$ cat src/rtl/tanh_neuron_serializer.sv
// Captures the activated-neuron vector on Start and streams it one word per
// valid/ready transfer, tagging each word with its index and a last flag.
module tanh_neuron_serializer #(
  parameter int DataWidth     = 32,
  parameter int No_of_Neurons = 24,
  parameter int CountWidth    = 5
) (
  input  logic                               clk,
  input  logic                               reset,
  input  logic                               Start,
  input  logic [DataWidth*No_of_Neurons-1:0] ActivatedNeurons,
  output logic                               Busy,
  output logic [DataWidth-1:0]               OutData,
  output logic                               OutValid,
  input  logic                               OutReady,
  output logic [CountWidth-1:0]              OutIndex,
  output logic                               OutLast,
  output logic                               Finished
);

  localparam logic [1:0] S_IDLE   = 2'd0;
  localparam logic [1:0] S_STREAM = 2'd1;
  localparam logic [1:0] S_DONE   = 2'd2;

  logic [1:0]                         state_p1;
  logic [DataWidth*No_of_Neurons-1:0] buf_p0;
  logic [DataWidth-1:0]               data_p1;
  logic [DataWidth-1:0]               next_word;
  logic [CountWidth-1:0]              idx_p1;
  logic                               vld_p1;
  logic                               last_p1;
  logic                               fin_p1;
  logic                               busy_p1;
  logic                               capture;
  logic                               xfer;
  int                                 next_pos;

  assign capture = (state_p1 == S_IDLE) && Start;
  assign xfer    = (state_p1 == S_STREAM) && vld_p1 && OutReady;

  // Word that follows the one currently presented; only meaningful before the last word.
  always_comb begin
    next_pos  = int'(idx_p1) + 1;
    next_word = '0;
    if (next_pos < No_of_Neurons)
      next_word = buf_p0[next_pos*DataWidth +: DataWidth];
  end

  // Stage p0: capture buffer, data only, not reset
  always_ff @(posedge clk) begin
    if (capture)
      buf_p0 <= ActivatedNeurons;
  end

  // Stage p1: registered stream outputs and control
  always_ff @(posedge clk or posedge reset) begin
    if (reset) begin
      state_p1 <= S_IDLE;
      data_p1  <= '0;
      idx_p1   <= '0;
      vld_p1   <= 1'b0;
      last_p1  <= 1'b0;
      fin_p1   <= 1'b0;
      busy_p1  <= 1'b0;
    end else begin
      unique case (state_p1)
        S_IDLE: begin
          fin_p1 <= 1'b0;
          if (capture) begin
            state_p1 <= S_STREAM;
            data_p1  <= ActivatedNeurons[DataWidth-1:0];
            idx_p1   <= '0;
            vld_p1   <= 1'b1;
            last_p1  <= (No_of_Neurons == 1);
            busy_p1  <= 1'b1;
          end
        end
        S_STREAM: begin
          if (xfer) begin
            if (last_p1) begin
              state_p1 <= S_DONE;
              vld_p1   <= 1'b0;
              last_p1  <= 1'b0;
              fin_p1   <= 1'b1;
            end else begin
              idx_p1  <= idx_p1 + CountWidth'(1);
              data_p1 <= next_word;
              last_p1 <= (next_pos == No_of_Neurons - 1);
            end
          end
        end
        S_DONE: begin
          state_p1 <= S_IDLE;
          fin_p1   <= 1'b0;
          busy_p1  <= 1'b0;
        end
        default: begin
          state_p1 <= S_IDLE;
          vld_p1   <= 1'b0;
          last_p1  <= 1'b0;
          fin_p1   <= 1'b0;
          busy_p1  <= 1'b0;
        end
      endcase
    end
  end

  assign Busy     = busy_p1;
  assign OutData  = data_p1;
  assign OutValid = vld_p1;
  assign OutIndex = idx_p1;
  assign OutLast  = last_p1;
  assign Finished = fin_p1;

endmodule

$ cat config.mk
export PLATFORM = sky130hd
export DESIGN_NAME = tanh_neuron_serializer
export DESIGN_NICKNAME = d
export VERILOG_FILES = /design/src/rtl/tanh_neuron_serializer.sv
export SDC_FILE = /design/constraint.sdc
export NUM_CORES = 1
export LEC_CHECK = 0
export ABC_AREA = 1
export BUFFER_PORTS_ARGS = -buffer_cell sky130_fd_sc_hd__buf_2
export CORE_AREA = 3 3 313 315
export CTS_CLUSTER_SIZE = 24
export DETAILED_ROUTE_END_ITERATION = 12
export DIE_AREA = 0 0 316 318
export GPL_ROUTABILITY_DRIVEN = 0
export PLACE_DENSITY_LB_ADDON = 0.3
export SLEW_MARGIN = 20
export SYNTH_ARGS = -nofsm -noshare
export SYNTH_HDL_FRONTEND = slang
export SYNTH_SLANG_ARGS = --single-unit
$ cat constraint.sdc
create_clock -name clk -period 46.5 [get_ports clk]
set_clock_uncertainty 0.05 [all_clocks]
set_input_delay 9.3 -clock clk [delete_from_list [all_inputs] [get_ports clk]]
set_output_delay 9.3 -clock clk [all_outputs]
set_load 0.02 [all_outputs]
### Word level (Yosys, flattened, before mapping)

Cells that the tools add are included.

| cells by class | value |
|---|---|
| add/sub/neg operators | 2 |
| order comparisons | 1 |
| equality and inequality tests | 7 |
| shift-type cells | 1 |
| muxes and demuxes | 25 |
| bitwise operators | 2 |
| reduce and logical (&&, ||, !) cells | 11 |

Operators with widths:

| kind | count |
|---|---|
| indexed part select 768 x 12 -> 32 bit | 1 |
| two-way mux 32 bit | 4 |
| one-hot mux 32 bit (2 select lines) | 1 |
| two-way mux 5 bit | 3 |
| one-hot mux 5 bit (2 select lines) | 1 |
| two-way mux 1 bit | 9 |
| inequality test 2 bit (second input constant) | 4 |
| AND reduction 4 bit | 2 |
| adder 5 x 1 -> 6 bit (second input constant) | 1 |
| == test 6 x 5 -> 1 bit (second input constant) | 1 |
| less-than comparator 6 x 5 -> 1 bit (second input constant) | 1 |
| two-way mux 2 bit | 3 |
| one-hot mux 1 bit (3 select lines) | 2 |
| AND reduction 3 bit | 2 |
| adder 5 x 1 -> 5 bit (second input constant) | 1 |
| one-hot mux 2 bit (2 select lines) | 1 |
| AND reduction 2 bit | 2 |
| logical AND 1 bit | 3 |
| == test 2 x 1 -> 1 bit (second input constant) | 1 |
| == test 2 bit (second input constant) | 1 |
| logical NOT 2 bit | 1 |
| inverter 1 bit | 2 |
| one-hot mux 1 bit (2 select lines) | 1 |
| nonzero test 2 bit | 1 |

| word-level totals | value |
|---|---|
| bits in registers | 811 |
| word-level logic and storage cells | 57 |

### Logic depth before layout (Yosys ltp)

| depth | value |
|---|---|
| word-level depth | 6 |
| depth in mapped cells | 13 |

### Least setup slack after synthesis

No wires, ideal clock.

| path | value |
|---|---|
| path type | input to register |
| start point | in Start |
| end point | reg buf_p0[100] (enable) |
| library setup time | 1080 ps |
| arrival | 23580 ps |
| required time | 45370 ps |
| path slack | 21790 ps |
| stages on the path | 2 |
| path buffers | 0 |
| cells stage by stage | nand2_1 -> inv_1 |

| between the ends | value |
|---|---|
| cells in the longest elaborated chain, start to end | 1 |

Ends and longest elaborated chain:

| item | RTL line | text |
|---|---|---|
| start: declaration | 10 | `input logic Start,` |
| logical AND 1 bit | 38 | `assign capture = (state_p1 == S_IDLE) && Start;` |
| named net capture | 34 | `logic capture;` |
| end signal: assignment | 52 | `buf_p0 <= ActivatedNeurons;` |
| end: declaration | 26 | `logic [DataWidth*No_of_Neurons-1:0] buf_p0;` |

The timed path passes the listed nets, and every way through them passes these cells.
A chain may end at the register's enable or synchronous reset.

### Worst setup path after layout

| path | value |
|---|---|
| start point | in Start |
| end point | reg buf_p0[313] (enable) |

Same word-level chain as after synthesis.

==> summary.md <==
| Metric | Value |
|---|---|
| Status | finished clean |
| Iteration-0 DRC Markers | 2,205 |
| Startpoint types | input port |
| Cell area after synthesis | between 30,000 and 40,000 um2 |
| Post-route clock period utilization | between 20 and 30% |
| Crit end category | register |
| Multi-input gate area | 7428 um2 |
| CTS tree | yes |
| Yosys cell types | 31 |
| Worst-case vdd ir drop | 0.06605 mV |
| IO Count | ~810 |
| Data arrival, critical path | 13,100 ps |
| Met3 WL | 8673 um |
| Post-CTS Resized | 0 |
| Avg Inst Size Synth | 11.54 um2 |
| Async set-reset flop share out of synthesis | 5.520% |
| H-tree depth | 3 |
| Largest net degree at the start of global routing | 153 |
| Maxcap violations | 0 |
| Area growth syn-to-layout | 25.14% |
| Post-DP Area | around 37,000 um2 |
| Crit path kind | input port to register |
| Die X | 316 um |
| Worst path cell trace | buf_2 > nand2_1 > inv_8 > buf_12 > buf_4 > buf_4 |
| Area contributors post-synth | edfxtp_1, nand2_1, nand3_1 |
| CP peak stage delay | roughly 900 ps |
| Final net count | between 4,000 and 5,000 |
| M1 wire length | 46,110 um |
| Worst-path maximum fanout | 148 |
| Global Route Usage Sum | 21.99% |
| Via Count | 23,412 |
| Power density over the cells | 64.08 nW/um2 |
| CTS clock-pin slew for the worst setup and hold paths | 50 ps |
| Critical Path RT | 46,710 ps |
| P_leak | 16.57 nW |
| Fmax | 0.07762 GHz |
| Sequential share of the synthesized area | between 70% and 80% |
| Top Layer Used | met5 |
| Fraction of layout cells with a size suffix above 1 | 27.55% |
| EDFF count, synth | 736 |
| Hold-fix buffer count after cts | 0 |
| Final min period | 12,880 ps |
| Share of the synthesized area in the top cell type | 69.02% |
| Max-slew headroom | 26.63% |
| Final-report max-slew violation count | 0 |
| I/O Buffers | 812 |
| Hpwl dp | 81,240 um |
| CTS root buffer | clkbuf_16 |
| Slew @ Worst Pin | ~1100 ps |
| Synth top cells by count | nand2_1, edfxtp_1, nand3_1 |
| Synthesized instance count | 2,776 |
| Fillers | 9,150 |
| Storage element area | 23,190 um2 |
| Gr ovfl total | 0 |
| Via/cell ratio | ~4.8 |
| Initial antenna violation count | 56 |
| Setup TNS | 0 ps |
| Fin. Hold Viols | 0 |
| Core area | between 90,000 and 100,000 um2 |
| Rows | 113 |
| WL/cell | 23.31 um |
| Max Buffers Root-to-Sink | 3 |
| FF+latch count, synth | 779 |
| CTS Buf Count | 86 |
| First-pass GRT wire length | 158,400 um |
| RSZ-0062 raised after global routing | no |
| Final setup violation count | 0 |
| DRC Markers | 0 |
| Met2 Routed Length | 55,550 um |
| Worst hold path depth | 2 |
| Slowest cell on crit path | buf_4 |
| Clock latency on the worst-skew pair | 650 ps |
| YS warnings | 0 |
| Clock Sinks | 779 |
| Most used cell, CP | buf_4 |
| Setup bufs post-CTS | 0 |
| Die area | 100,500 um2 |
| First drt pass iteration count | 8 |
| Main synth FF type | edfxtp_1 |
| Vias in the first global route | 23,054 |
| Worst min path class | register to register |
| R2r worst-path depth | 6 |
| Synth Net Count | around 3,600 |
| Biggest area consumer among synthesized cells | edfxtp_1 |
| Initial Util | 33.65% |
| Chip height | 318 um |
| DRT Wirelength | 114,500 um |
| Count leader, synth | nand2_1 |
| Post-Layout Inst Area | 40,070 um2 |
| DRT antenna net count | 0 |
final timing paths:
check                       startpoint          end  slack (ps)
setup reg to reg           state_p1[0]  buf_p0[313]       41760
min in group asynchronous        reset  OutData[31]        8760
max in group asynchronous        reset  OutIndex[2]       37010
setup / recovery                 Start  buf_p0[313]       33620
hold reg to reg                   Busy         Busy         440
hold / removal                    Busy         Busy         440
flip-flops by register name, summed over array words and instances, names as in the netlist:
register	count
buf_p0	736
OutData	32
OutIndex	5
state_p1	2
Busy	1
Finished	1
OutLast	1
OutValid	1
cell usage in the layout, fill, tap and decap left out, types with 3 or more instances in the layout:
cell and count:
clkinv_8 3, nand2_2 3, a21oi_1 67, clkbuf_16 87
dfrtp_4 3, nor2_1 10, edfxtp_1 736, clkinv_2 14
buf_2 812, dfrtp_1 38, clkinvlp_4 4, buf_12 3
a21boi_1 31, bufinv_16 12, nand3_1 582, inv_1 139
buf_4 24, clkinv_1 19, or2_2 7, nand4_1 7
inv_2 4, or2_0 24, clkbuf_8 4, nand2_1 923
diode_2 43, o21ai_0 7, o211ai_1 5, clkbuf_1 13
inv_6 3
through the flow:
step,total power [mW],worst slack [ps],utilization [%],instances,hold slack [ps]
2_1_floorplan,1.589,21790,-,2776,531.2
5_1_grt,2.716,33400,42.09,4902,472.6
4_1_cts,2.601,33720,42.00,4869,438.3
6_report,2.568,33620,42.12,4912,444.3
3_3_place_gp,1.898,33040,38.99,4712,427.9
3_5_place_dp,1.906,33010,38.99,4712,425.1
power breakdown:
group / switching [mW] / internal, mW / total, mW / leakage (nW)
clock: 0.281 / 0.416 / 0.696 / 1.39
sequential: 0.0411 / 0.905 / 0.947 / 7.27
combinational: 0.689 / 0.236 / 0.925 / 7.90
logic make-up (layout without fill, tap and decap cells):
family / after synthesis / after routing / share of synthesized area, %
AND/OR/NAND/NOR: 1562 / 1562 / 20.97
XOR/XNOR: 2 / 2 / 0.05471
flip-flops: 779 / 779 / 72.38
buffers and inverters: 317 / 1145 / 4.439
adder cells (fa/ha/maj): 2 / 2 / 0.07813
AO/OA/AOI/OAI: 114 / 114 / 2.083
other: 0 / 43 / 0
area by class of cell:
cell class	instances	area share, %
repair buffers	839	10.74
clock inverters	53	1.461
flip-flops and latches	779	57.87
diodes	43	0.2685
multi-input cells	1680	18.54
well taps	1265	3.950
clock buffers	104	5.692
inverters	149	1.480
worst max-delay path, delay by kind of cell:
kind / cells / cell delay [ps]
buffers and inverters: 5 / 3090
and+or+nand+nor: 1 / 150
per-layer routing:
| layer | global-route usage [%] | up-vias |
|---|---|---|
| met5 | 0 | - |
| met4 | 9.141 | 22 |
| met3 | 5.268 | 177 |
| met2 | 36.41 | 938 |
| met1 | 27.52 | 11120 |
| li1 | - | 11155 |
(Power assumes the default switching activity.)
